### src/rtl/alu_issue_ctrl.sv
// Issue sequencer for 8-bit register ALU instructions. It reads A and the second
// operand, drives the ALU for ALU_LATENCY cycles, then writes back A and the flags.
module alu_issue_ctrl #(
  parameter int DATA_WIDTH  = 8,
  parameter int ALU_LATENCY = 1,
  parameter int A_INDEX     = 7
) (
  input  logic                  i_clk,
  input  logic                  i_rst,
  input  logic                  i_valid,
  output logic                  o_ready,
  input  logic [7:0]            i_opcode,
  input  logic [DATA_WIDTH-1:0] i_imm,
  output logic [2:0]            o_rf_raddr,
  input  logic [DATA_WIDTH-1:0] i_rf_rdata,
  output logic [DATA_WIDTH-1:0] o_alu_a,
  output logic [DATA_WIDTH-1:0] o_alu_b,
  output logic [2:0]            o_alu_ctrl,
  output logic [3:0]            o_alu_flags_in,
  input  logic [DATA_WIDTH-1:0] i_alu_data,
  input  logic [3:0]            i_alu_flags,
  output logic                  o_wb_en,
  output logic [DATA_WIDTH-1:0] o_wb_data,
  output logic [3:0]            o_flags,
  input  logic                  i_flags_we,
  input  logic [3:0]            i_flags_wdata,
  output logic                  o_done,
  output logic                  o_illegal
);

  localparam int CNT_W = 2;

  typedef enum logic [2:0] {
    S_IDLE,
    S_RD_A,
    S_RD_B,
    S_EXEC,
    S_WB
  } state_t;

  state_t                r_state;
  state_t                w_next;
  logic [5:0]            r_opcode;
  logic [DATA_WIDTH-1:0] r_imm;
  logic [DATA_WIDTH-1:0] r_op_a;
  logic [DATA_WIDTH-1:0] r_op_b;
  logic [CNT_W-1:0]      r_cnt;
  logic                  r_exec_first;
  logic [3:0]            r_flags;
  logic                  r_illegal;

  logic                  w_legal;
  logic                  w_use_imm;
  logic [2:0]            w_ooo;
  logic [DATA_WIDTH-1:0] w_b_src;
  logic [DATA_WIDTH-1:0] w_alu_b;

  assign w_legal   = (i_opcode[7:6] == 2'b10) ||
                     ((i_opcode[7:6] == 2'b11) && (i_opcode[2:0] == 3'b110));
  assign w_use_imm = (r_opcode[2:0] == 3'b110);
  assign w_ooo     = r_opcode[5:3];
  assign w_b_src   = w_use_imm ? r_imm : i_rf_rdata;
  // The register file answers one cycle after the RD_B address, so operand B is
  // forwarded straight through in the first EXEC cycle and held from then on.
  assign w_alu_b   = r_exec_first ? w_b_src : r_op_b;

  assign o_flags   = r_flags;
  assign o_illegal = r_illegal;

  // NOTE: sequential state uses non-blocking assignments so every register
  // samples the pre-edge values of the others.
  always_ff @(posedge i_clk) begin
    if (i_rst) r_state <= S_IDLE;
    else       r_state <= w_next;
  end

  // NOTE: every output gets a default before the case so no path infers a latch.
  always_comb begin
    w_next         = r_state;
    o_ready        = 1'b0;
    o_rf_raddr     = 3'd0;
    o_alu_a        = '0;
    o_alu_b        = '0;
    o_alu_ctrl     = 3'd0;
    o_alu_flags_in = 4'd0;
    o_wb_en        = 1'b0;
    o_wb_data      = '0;
    o_done         = 1'b0;
    case (r_state)
      S_IDLE: begin
        o_ready = 1'b1;
        if (i_valid && w_legal) w_next = S_RD_A;
      end
      S_RD_A: begin
        o_rf_raddr = 3'(A_INDEX);
        w_next     = S_RD_B;
      end
      S_RD_B: begin
        o_rf_raddr = r_opcode[2:0];
        w_next     = S_EXEC;
      end
      S_EXEC: begin
        o_alu_a        = r_op_a;
        o_alu_b        = w_alu_b;
        o_alu_ctrl     = w_ooo;
        o_alu_flags_in = r_flags;
        if (r_cnt == '0) w_next = S_WB;
      end
      S_WB: begin
        o_alu_a        = r_op_a;
        o_alu_b        = r_op_b;
        o_alu_ctrl     = w_ooo;
        o_alu_flags_in = r_flags;
        o_done         = 1'b1;
        // CP only compares: flags update, A is left untouched.
        if (w_ooo != 3'b111) begin
          o_wb_en   = 1'b1;
          o_wb_data = i_alu_data;
        end
        w_next = S_IDLE;
      end
      default: w_next = S_IDLE;
    endcase
  end

  // NOTE: datapath registers are reset too, since a mid-operation reset must
  // leave no stale operand or flag value visible.
  always_ff @(posedge i_clk) begin
    if (i_rst) begin
      r_opcode     <= '0;
      r_imm        <= '0;
      r_op_a       <= '0;
      r_op_b       <= '0;
      r_cnt        <= '0;
      r_exec_first <= 1'b0;
      r_flags      <= 4'd0;
      r_illegal    <= 1'b0;
    end else begin
      r_illegal <= 1'b0;
      case (r_state)
        S_IDLE: begin
          if (i_flags_we) r_flags <= i_flags_wdata;
          if (i_valid) begin
            r_opcode  <= i_opcode[5:0];
            r_imm     <= i_imm;
            r_illegal <= !w_legal;
          end
        end
        S_RD_B: begin
          r_op_a       <= i_rf_rdata;
          r_cnt        <= CNT_W'(ALU_LATENCY - 1);
          r_exec_first <= 1'b1;
        end
        S_EXEC: begin
          r_exec_first <= 1'b0;
          if (r_exec_first) r_op_b <= w_b_src;
          if (r_cnt != '0)  r_cnt  <= r_cnt - 1'b1;
        end
        S_WB: r_flags <= i_alu_flags;
        default: ;
      endcase
    end
  end

endmodule

### config.mk
export PLATFORM = sky130hd
export DESIGN_NAME = alu_issue_ctrl
export DESIGN_NICKNAME = d
export VERILOG_FILES = /design/src/rtl/alu_issue_ctrl.sv
export SDC_FILE = /design/constraint.sdc
export NUM_CORES = 1
export LEC_CHECK = 0
export BUFFER_PORTS_ARGS = -buffer_cell sky130_fd_sc_hd__clkbuf_2
export CELL_PAD_IN_SITES_DETAIL_PLACEMENT = 1
export CELL_PAD_IN_SITES_GLOBAL_PLACEMENT = 1
export CORE_MARGIN = 2
export CORE_UTILIZATION = 36
export DETAILED_ROUTE_END_ITERATION = 8
export GPL_ROUTABILITY_DRIVEN = 0
export PLACE_DENSITY_LB_ADDON = 0.25
export SLEW_MARGIN = 20
export SYNTH_ARGS = -nofsm -noshare
export SYNTH_HDL_FRONTEND = slang
export SYNTH_SLANG_ARGS = --single-unit
### constraint.sdc
create_clock -name i_clk -period 3.2 [get_ports i_clk]
set_input_delay 0.32 -clock i_clk [delete_from_list [all_inputs] [get_ports i_clk]]
set_output_delay 0.32 -clock i_clk [all_outputs]
set_load 0.005 [all_outputs]
* Word-level counts from Yosys, hierarchy flattened
Index checks and enable logic that the tools add are counted.
** Cells by class
- $add $sub $neg :: 1
- Equal/unequal tests :: 13
- Multiplexer cells :: 21
- Bitwise operators :: 2
- Reductions and logical operators :: 15
** Operators with widths (number)
- $mux W8 :: 5
- $pmux W8 S2 :: 1
- $pmux W3 S4 :: 1
- $eq A3 B3 Y1 const B :: 3
- $mux W3 :: 3
- $mux W4 :: 2
- $ne A2 B2 Y1 const B :: 4
- $pmux W4 S2 :: 1
- $reduce_and A2 Y1 :: 4
- $eq A3 B2 Y1 const B :: 2
- $pmux W3 S2 :: 1
- $reduce_bool A2 Y1 :: 3
- $eq A2 B2 Y1 const B :: 2
- $mux W1 :: 4
- $pmux W2 S2 :: 1
- $eq A3 B1 Y1 const B :: 1
- $logic_not A3 Y1 :: 1
- $ne A3 B3 Y1 const B :: 1
- $reduce_or A3 Y1 :: 1
- $logic_and A1 B1 Y1 :: 2
- $logic_not A2 Y1 :: 1
- $mux W2 :: 1
- $not A1 Y1 :: 2
- $pmux W1 S2 :: 1
- other kinds (4) :: 4
** Word-level totals
- Bits in registers :: 41
- Input port bits :: 44
- Output and inout port bits :: 42

* Depth between registers and ports, before layout
Gate-level depths: netlist of run 1.
- Depth in word-level cells :: 6
- Mapped depth :: 5
- Depth with buffers taken out :: 5

* Worst setup path after synthesis of run 1
Ideal clock, no wire load.
- Kind :: reg-to-output
- Start :: reg r_state[2]
- End :: out o_alu_a[0]
- Data arrival time :: 1.289 ns
- Data required time :: 2.880 ns
- Slack :: 1.591 ns
- Stages on the path, launching flop included :: 5
- Path buffers :: 1
- Cell sequence :: dfxtp_1 -> or3b_4 -> o21ai_1 -> buf_2 -> and2_1
** Between the ends
- Word-level cells in the longest chain between the ends :: 3
- Elaborated cells on any way between the ends :: 4
- Classes of those cells :: eq/ne: 2; mux: 1; reduce/logical: 1
** RTL lines
- start, declared :: line 41 : state_t r_state;
- start signal, assigned :: line 74 : else r_state <= w_next;
- $eq A3 B2 Y1 or $eq A3 B3 Y1 (tied branches) :: line 89 : case (r_state)
- $reduce_or A2 Y1 (no source line) *
- $mux W8 * :: line 89
- end, declared :: line 16 : output logic [DATA_WIDTH-1:0] o_alu_a,
Mark *: on every way between the ends. The rest lies on a longest branch, timed or not.

* Final worst setup path of run 1
- Start :: reg r_state[2]
- End :: out o_alu_a[4]
Same word-level chain as after synthesis.

==> results of run 1 <==
## worst max-delay path: stages, from the launching register on
cell	delay (ns)
dfxtp_1	0.64
or3b_4	0.48
o21ai_1	0.52
and2_1	0.24
clkbuf_2	0.12
## synth_stat cells
master	instances	share of area, %
a211oi_1	13	4.9
nor3_1	1	0.25
a21boi_0	1	0.38
inv_1	2	0.38
and4b_1	1	0.51
nor3b_1	1	0.38
ha_1	1	0.63
nand3b_1	2	0.76
a31oi_2	1	0.63
nor4b_1	1	0.44
inv_2	1	0.19
nor4b_2	1	0.76
nand2b_1	2	0.63
or4b_1	2	1.0
or3b_4	1	0.57
o31ai_2	1	0.63
buf_2	6	1.5
or2_1	1	0.32
dfxtp_1	41	42
mux2i_1	20	10
o21ai_1	3	0.76
nand4b_1	1	0.44
clkbuf_1	9	1.7
and2_1	26	8.2
nand2_1	36	6.9
nor2b_1	1	0.32
a21oi_1	24	6.1
a2111oi_0	1	0.44
o21a_1	1	0.38
a211oi_2	1	0.63
o2bb2ai_1	8	3.6
nor2_1	20	3.8
## layout make-up
| class | instances | area, sq um | area share, % |
|---|---|---|---|
| repair buffers | 87 | 440 | 17.4 |
| multi-input cells | 172 | 1080 | 42.8 |
| flip-flops and latches | 41 | 821 | 32.5 |
| well taps | 70 | 87.6 | 3.47 |
| clock buffers | 7 | 86.3 | 3.42 |
| inverters | 3 | 11.3 | 0.446 |
## layer usage
metal	GRT usage [%]	vias up	wire (um)
met4	4.21	0	42
met2	33.6	52	2760
li1	-	958	-
met3	4.71	7	351
met5	0	-	0
met1	22.0	886	2340
## stage by stage
step                      utilization (%)  hold WS, ns
after floorplan                         -        0.412
after global placement               46.9        0.442
after detailed placement             46.9        0.452
after CTS                            48.6        0.223
after global routing                 48.6        0.234
final                                48.6        0.231
## power by group through the flow
stage / clock (mW) / sequential, mW / combinational [mW]
after global placement: 0 / 0.569 / 0.143
after floorplan: 0 / 0.563 / 0.0861
after detailed placement: 0 / 0.570 / 0.146
final: 0.343 / 0.558 / 0.145
after CTS: 0.357 / 0.558 / 0.148
after global routing: 0.375 / 0.562 / 0.164
## cell families (layout without fill, tap and decap cells)
| family | Yosys count | count (layout) | synth area share (%) |
|---|---|---|---|
| adders and majority gates | 1 | 1 | 0.634 |
| buffers and inverters | 18 | 97 | 3.81 |
| DFF | 41 | 41 | 41.6 |
| AOI/OAI and AO/OA | 54 | 54 | 18.5 |
| muxes | 20 | 20 | 10.2 |
| and+or+nand+nor | 97 | 97 | 25.3 |
## flip-flops by register name (all words and copies together), names as in the netlist
| name | flops |
|---|---|
| r_cnt | 2 |
| o_flags | 4 |
| r_op_b | 8 |
| o_illegal | 1 |
| r_exec_first | 1 |
| r_opcode | 6 |
| r_state | 3 |
| r_op_a | 8 |
| r_imm | 8 |
## how the worst min path moves through the flow
| stage | end | slack (ns) | depth (start not counted) |
|---|---|---|---|
| global placement | r_imm[7] | 0.44 | 2 |
| finish | o_illegal | 0.23 | 2 |
| floorplan | r_state[1] | 0.41 | 1 |
| detailed placement | r_imm[2] | 0.45 | 2 |
| CTS | o_illegal | 0.22 | 2 |
| global route | o_illegal | 0.23 | 2 |
==> results.py, run 1 <==
metrics = {
    "status": {
        "status": "finished, final reports clean",
    },
    "clock_tree": {
        "clk_pin_slew_ns": 0.08,
        "clock_sinks": 41,
        "insertion_delay_ns": 0.29,
        "numCtsBuffers": 5,
        "htree_levels": 2,
        "clk_path_buf_depth": 2,
        "post_cts_buffers": 0,
        "cts_root_buf": "clkbuf_8",
        "cts_hold_buf": 0,
        "cts_resized": 0,
        "cts_tree": "done",
    },
    "routing": {
        "num_vias": 1903,
        "dr.pass1.iters": 4,
        "wire_per_inst_um": 14.5,
        "finalWirelength_mm": 5.50,
        "drc": 0,
        "first_iter_violations": 80,
        "via_per_inst": 5.01,
        "ant_nets": 0,
    },
    "hold_path": {
        "min-delay-start": "i_opcode[7]",
        "hold_path.class": "in2reg",
    },
    "synthesis": {
        "synth.net_count": 276,
        "syn_inst": 231,
        "ys_warn_count": 0,
        "netlist_area_sq_um": 1970,
        "synth_seq_cells": 41,
        "synth.distinct_cells": 32,
        "syn_avg_cell_area_sq_um": 8.54,
        "yosysSeqAreaShare_pct": 41.6,
    },
    "layout": {
        "syn_to_final_growth_pct": 28.2,
        "fin_cells": 380,
        "final_common_cell": "clkbuf_2",
        "drive_above_1_share_pct": 32.3,
        "n_antenna_cell": 0,
        "layout.nets": 355,
        "final_area_sq_um": 2530,
        "final_cell_mix": "clkbuf_2, dfxtp_1, nand2_1",
        "n_fill_cell": 696,
    },
    "sta": {
        "worstMarginPinSlew_ns": 0.936,
        "final-setup-viol-count": 0,
        "clock_skew_ns": 0.00527,
        "timing.final.ws_setup_ns": 0.599,
        "rsz0062_at_grt": "no",
        "fin_crit_sh_pct": 81.3,
        "finalHoldViolCount": 0,
        "setup-tns-final_ns": 0,
        "relSlewSlack_pct": 37.2,
        "report.final.slew_viol_count": 0,
        "min_period_ns": 2.60,
        "fmax_mhz": 385,
    },
    "critical_path": {
        "reg2reg_setup_slack_ns": 1.34,
        "r2r_start": "r_state[1]",
        "critPathRequiredTime_ns": 2.88,
        "critPathLaunch": "r_state[2]",
        "endpoint_kind": "output pin",
        "critPathArrivalTime_ns": 2.28,
        "cp-start-kind": "flip-flop",
        "cp_max_fo": 17,
        "rr_worst_depth": 3,
        "endpoint": "o_alu_a[4]",
        "r2r-end": "r_op_a[4]",
        "crit_type": "reg2out",
    },
    "power": {
        "internal_power_mw": 0.774,
        "p_per_area_nw_per_um2": 414,
        "switchingPower_mw": 0.272,
        "p_total_mw": 1.05,
        "netSwitchingFraction_pct": 26.0,
        "clkPwrFrac_pct": 32.8,
        "leakagePower_nw": 1.14,
        "power_frac_comb_pct": 13.8,
        "irDropWorstVdd_mv": 0.193,
        "seq_power_share_pct": 53.3,
    },
    "die": {
        "ios": 86,
        "die_w_um": 78.0,
        "rows": 26,
        "die_h_um": 78.0,
        "start_util_pct": 37.9,
        "coreArea_sq_um": 5200,
        "die-area_sq_um": 6090,
    },
    "place": {
        "dp_cells": 373,
        "placed_area_sq_um": 2440,
        "pre_cts_slack_ns": 0.871,
        "io_buffer_count": 85,
        "hpwl_mm": 4.06,
    },
    "grt": {
        "overflow": 0,
        "grt_usage_pct": 18.6,
        "grt_max_degree": 41,
        "grt_pass1_vias": 1915,
        "antenna_found_initial": 0,
        "grt_first_pass_wirelength_mm": 9.11,
    },
    "run": {
        "maxCapViolations": 0,
    },
}
(Power assumes the default switching activity.)
==> run 2: changes to the inputs <==
CORE_UTILIZATION = 30   (was 36)
clock period = 2.3 ns   (was 3.2 ns; I/O delays follow)
==> results.py, run 2 (synthesized netlist as in run 1, its figures left out) <==
metrics = {
    "status": {
        "status": "finished, final reports clean",
    },
    "hold_path": {
        "min_path_cells": 2,
        "hold_path.class": "in2reg",
        "min-delay-start": "i_opcode[7]",
        "min_to": "o_illegal",
    },
    "die": {
        "die-area_sq_um": 7240,
        "rows": 29,
        "start_util_pct": 31.1,
        "coreArea_sq_um": 6350,
        "die_w_um": 85.1,
        "die_h_um": 85.1,
        "ios": 86,
    },
    "power": {
        "leakagePower_nw": 1.18,
        "p_per_area_nw_per_um2": 579,
        "irDropWorstVdd_mv": 0.276,
    },
    "routing": {
        "first_iter_violations": 71,
        "drc": 0,
        "finalWirelength_mm": 5.77,
        "num_vias": 1924,
        "wire_per_inst_um": 14.6,
        "via_per_inst": 4.88,
        "ant_nets": 0,
        "dr.pass1.iters": 4,
    },
    "run": {
        "maxCapViolations": 0,
    },
    "critical_path": {
        "cp-start-kind": "flip-flop",
        "r2r-end": "r_imm[5]",
        "reg2reg_setup_slack_ns": 0.54,
        "rr_worst_depth": 4,
        "r2r_start": "r_state[0]",
        "cp_max_fo": 12,
        "critPathArrivalTime_ns": 1.83,
        "endpoint_kind": "output pin",
        "crit_type": "reg2out",
        "critPathRequiredTime_ns": 2.07,
    },
    "place": {
        "dp_cells": 386,
        "pre_cts_slack_ns": 0.408,
        "io_buffer_count": 85,
        "hpwl_mm": 4.37,
    },
    "clock_tree": {
        "cts_root_buf": "clkbuf_8",
        "htree_levels": 2,
        "numCtsBuffers": 5,
        "clk_pin_slew_ns": 0.08,
        "cts_tree": "done",
        "insertion_delay_ns": 0.29,
        "clk_path_buf_depth": 2,
        "clock_sinks": 41,
    },
    "grt": {
        "grt_pass1_vias": 1956,
        "grt_max_degree": 25,
        "overflow": 0,
        "grt_first_pass_wirelength_mm": 9.57,
        "grt_usage_pct": 16.5,
        "antenna_found_initial": 0,
    },
    "sta": {
        "clock_skew_ns": 0.00284,
        "final-setup-viol-count": 0,
        "setup-tns-final_ns": 0,
        "min_period_ns": 2.06,
        "worstMarginPinSlew_ns": 0.704,
        "report.final.slew_viol_count": 0,
        "finalHoldViolCount": 0,
        "timing.final.ws_setup_ns": 0.235,
        "fin_crit_sh_pct": 89.8,
        "fmax_mhz": 484,
        "relSlewSlack_pct": 52.8,
        "rsz0062_at_grt": "no",
    },
    "layout": {
        "final_common_cell": "clkbuf_2",
        "n_fill_cell": 798,
        "final_cell_mix": "clkbuf_2, dfxtp_1, nand2_1",
        "drive_above_1_share_pct": 34.4,
        "reg_top3": "r_imm x8, r_op_a x8, r_op_b x8",
        "n_antenna_cell": 0,
        "syn_to_final_growth_pct": 31.7,
        "layout.nets": 361,
        "fin_cells": 394,
    },
}
==> run 2: cell type report <==
class | instances | area (sq um) | area share [%]
clock inverters | 1 | 5.00 | 0.193
well taps | 77 | 96.3 | 3.71
clock buffers | 7 | 96.3 | 3.71
multi-input cells | 172 | 1080 | 41.6
flip-flops and latches | 41 | 822 | 31.6
inverters | 3 | 11.3 | 0.434
repair buffers | 93 | 485 | 18.7
==> run 2: repair_timing <==
item | in CTS | in global routing
hold endpoints to repair | 0 | 0
setup buffers | 0 | 0
setup endpoints to repair | 0 | 16
hold buffers | 0 | 0
resized for setup | 0 | 1
==> run 2: how the worst max path moves through the flow <==
stage          cells past startpoint                end  slack, ns  startpoint
3_5_place_dp                       5  o_alu_flags_in[1]       0.41  r_state[2]
5_1_grt                            5  o_alu_flags_in[2]       0.10  r_state[2]
2_1_floorplan                      4         o_alu_a[0]       0.78  r_state[2]
3_3_place_gp                       5         o_alu_a[1]       0.51  r_state[2]
4_1_cts                            5  o_alu_flags_in[1]       0.08  r_state[2]
6_report                           5  o_alu_flags_in[1]       0.24  r_state[2]
==> run 2: routing by layer <==
metal	GRT usage (%)	up-vias	part of all wire (%)
met5	0	-	0
met2	27.8	53	48
met4	4.33	0	0.92
li1	-	966	-
met3	4.38	6	5.8
met1	20.7	899	45
==> run 2: worst max-delay path: stages, from the launching register on <==
cell and delay, ns:
dfxtp_2 0.44, or3b_4 0.45, o21ai_1 0.16, buf_4 0.24, and2_1 0.15, clkbuf_2 0.11
==> run 2: stage by stage <==
| step | power (mW) | utilization (%) | hold WS, ns | cell area (sq um) |
|---|---|---|---|---|
| final | 1.50 | 40.9 | 0.155 | 2600 |
| after global routing | 1.58 | 40.9 | 0.154 | 2600 |
| after CTS | 1.53 | 40.9 | 0.149 | 2600 |
| after detailed placement | 1.00 | 39.3 | 0.451 | 2490 |
| after global placement | 0.999 | 39.3 | 0.444 | 2490 |
| after floorplan | 0.903 | - | 0.322 | 1970 |
==> run 2: where the power goes <==
part	switching (mW)	internal [mW]
Combinational	0.117	0.0956
Sequential	0.0241	0.747
Clock	0.248	0.271
Total	0.389	1.11
==> run 3: changes to the inputs <==
PLACE_DENSITY = 0.72   (was unset)
PLACE_DENSITY_LB_ADDON = unset   (was 0.25)
SETUP_SLACK_MARGIN = 0.4   (was unset)
==> results.py, run 3 (synthesized netlist as in run 1, its figures left out) <==
metrics = {
    "power": {
        "irDropWorstVdd_mv": 0.291,
        "p_per_area_nw_per_um2": 557,
        "leakagePower_nw": 1.28,
        "p_total_mw": 1.61,
    },
    "sta": {
        "clock_skew_ns": 0.00614,
        "rsz0062_at_grt": "yes",
        "final-setup-viol-count": 0,
        "relSlewSlack_pct": 59.3,
        "timing.final.ws_setup_ns": 0.409,
        "finalHoldViolCount": 0,
        "fin_crit_sh_pct": 82.2,
        "worstMarginPinSlew_ns": 0.610,
        "fmax_mhz": 529,
        "min_period_ns": 1.89,
        "report.final.slew_viol_count": 0,
        "setup-tns-final_ns": 0,
    },
    "critical_path": {
        "rr_worst_depth": 4,
        "cpPeakStageDelay_ns": 0.48,
        "reg2reg_setup_slack_ns": 0.74,
        "path_depth": 5,
        "r2r_start": "r_state[2]",
        "r2r-end": "r_opcode[5]",
        "crit_family": "simple AND/OR/NAND/NOR gates",
        "cp.buffers_inverters": 2,
        "critPathRequiredTime_ns": 2.07,
        "crit_type": "reg2out",
        "cp_slowest_cell": "or3b_4",
        "critPathLaunch": "r_state[0]",
        "cp_common_cell": "buf_6",
        "endpoint_kind": "output pin",
        "path_cells": "or3b_4 > o21ai_4 > buf_6 > and2_4 > buf_6",
        "cp-start-kind": "flip-flop",
        "cp_max_fo": 6,
        "endpoint": "o_alu_flags_in[2]",
        "critPathArrivalTime_ns": 1.66,
    },
    "die": {
        "die_h_um": 85.1,
        "coreArea_sq_um": 6350,
        "rows": 29,
        "die_w_um": 85.1,
        "ios": 86,
        "die-area_sq_um": 7240,
        "start_util_pct": 31.1,
    },
    "clock_tree": {
        "clk_path_buf_depth": 2,
        "cts_root_buf": "clkbuf_8",
        "cts_tree": "done",
        "cts_hold_buf": 0,
        "numCtsBuffers": 5,
        "htree_levels": 2,
        "clk_pin_slew_ns": 0.08,
        "clock_sinks": 41,
        "insertion_delay_ns": 0.31,
    },
    "grt": {
        "grt_max_degree": 28,
        "grt_first_pass_wirelength_mm": 10.2,
        "grt_pass1_vias": 2024,
        "antenna_found_initial": 0,
        "overflow": 0,
        "grt_usage_pct": 17.7,
    },
    "layout": {
        "layout.nets": 367,
        "layout.area.seq_sq_um": 825,
        "post-route-util_pct": 45.6,
        "multiInputGateArea_sq_um": 1220,
        "syn_to_final_growth_pct": 46.8,
        "final_common_cell": "clkbuf_2",
        "drive_above_1_share_pct": 42.4,
        "n_fill_cell": 755,
        "final_cell_mix": "clkbuf_2, dfxtp_1, nand2_1",
        "n_antenna_cell": 0,
        "reg_top3": "r_imm x8, r_op_a x8, r_op_b x8",
        "fin_cells": 400,
    },
    "routing": {
        "wire_per_inst_um": 15.8,
        "drc": 0,
        "ant_nets": 0,
        "dr.pass1.iters": 4,
        "via_per_inst": 4.91,
        "first_iter_violations": 59,
        "num_vias": 1964,
        "finalWirelength_mm": 6.33,
    },
    "place": {
        "hpwl_mm": 4.51,
        "io_buffer_count": 85,
        "pre_cts_slack_ns": 0.359,
        "dp_cells": 385,
    },
    "hold_path": {
        "hold_path.class": "in2reg",
        "min-delay-start": "i_opcode[7]",
    },
    "status": {
        "status": "finished, final reports clean",
    },
    "run": {
        "maxCapViolations": 0,
    },
}
## run 3: changes by cell type in the layout (fill, tap and decap cells not counted), moves of 2 or more
cell       before  now
and2_1         26   12
and2_4          0   14
buf_12          0    2
buf_2           0    6
buf_4           8   10
buf_6           0   14
clkbuf_2       85   66
clkbuf_8        7    5
o2bb2ai_1       8    3
o2bb2ai_2       0    4
## run 3: power by group
part           total (mW)  internal (mW)  switching, mW
Combinational       0.228          0.104          0.124
Clock               0.609          0.326          0.284
Sequential          0.777          0.746         0.0308
Total                1.61           1.18          0.438
## run 3: how the worst min path moves through the flow
stage,endpoint,cells after the start
final,o_illegal,2
after global routing,r_imm[7],3
after CTS,r_opcode[3],3
after detailed placement,o_illegal,2
after global placement,o_illegal,2
after floorplan,r_state[1],1
## run 3: what timing repair did
item                                    4_1_cts  5_1_grt
cloned                                        1        0
setup buffers                                 5        1
endpoints found under the setup margin       32       26
pin swaps                                     0       10
gates resized for setup                       7       48
## run 3: cell type report
| type | count | area share, % |
|---|---|---|
| clock buffer | 5 | 2.38 |
| tap | 77 | 3.33 |
| sequential | 41 | 28.5 |
| inverter | 3 | 0.389 |
| multi-input combinational | 173 | 42.0 |
| timing repair buffer | 98 | 21.9 |
| clock inverter | 3 | 1.51 |
## run 3: worst register-to-register path: stages, from the launching register on
cell,delay [ns]
dfxtp_4,0.36
buf_4,0.18
or4b_4,0.68
nand2_1,0.13
a21oi_1,0.08
## run 3: per-stage QoR
stage               area (sq um)  hold slack, ns
finish                      2900           0.128
global route                2900           0.136
CTS                         2700           0.133
detailed placement          2490           0.454
global placement            2490           0.442
floorplan                   1970           0.322
## run 3: metal layers
metal / up-vias / GRT usage, % / wire length, um
met2: 40 / 31.4 / 3230
met4: 0 / 4.33 / 60
li1: 987 / - / -
met3: 7 / 4.47 / 299
met5: - / 0 / 0
met1: 930 / 21.4 / 2740
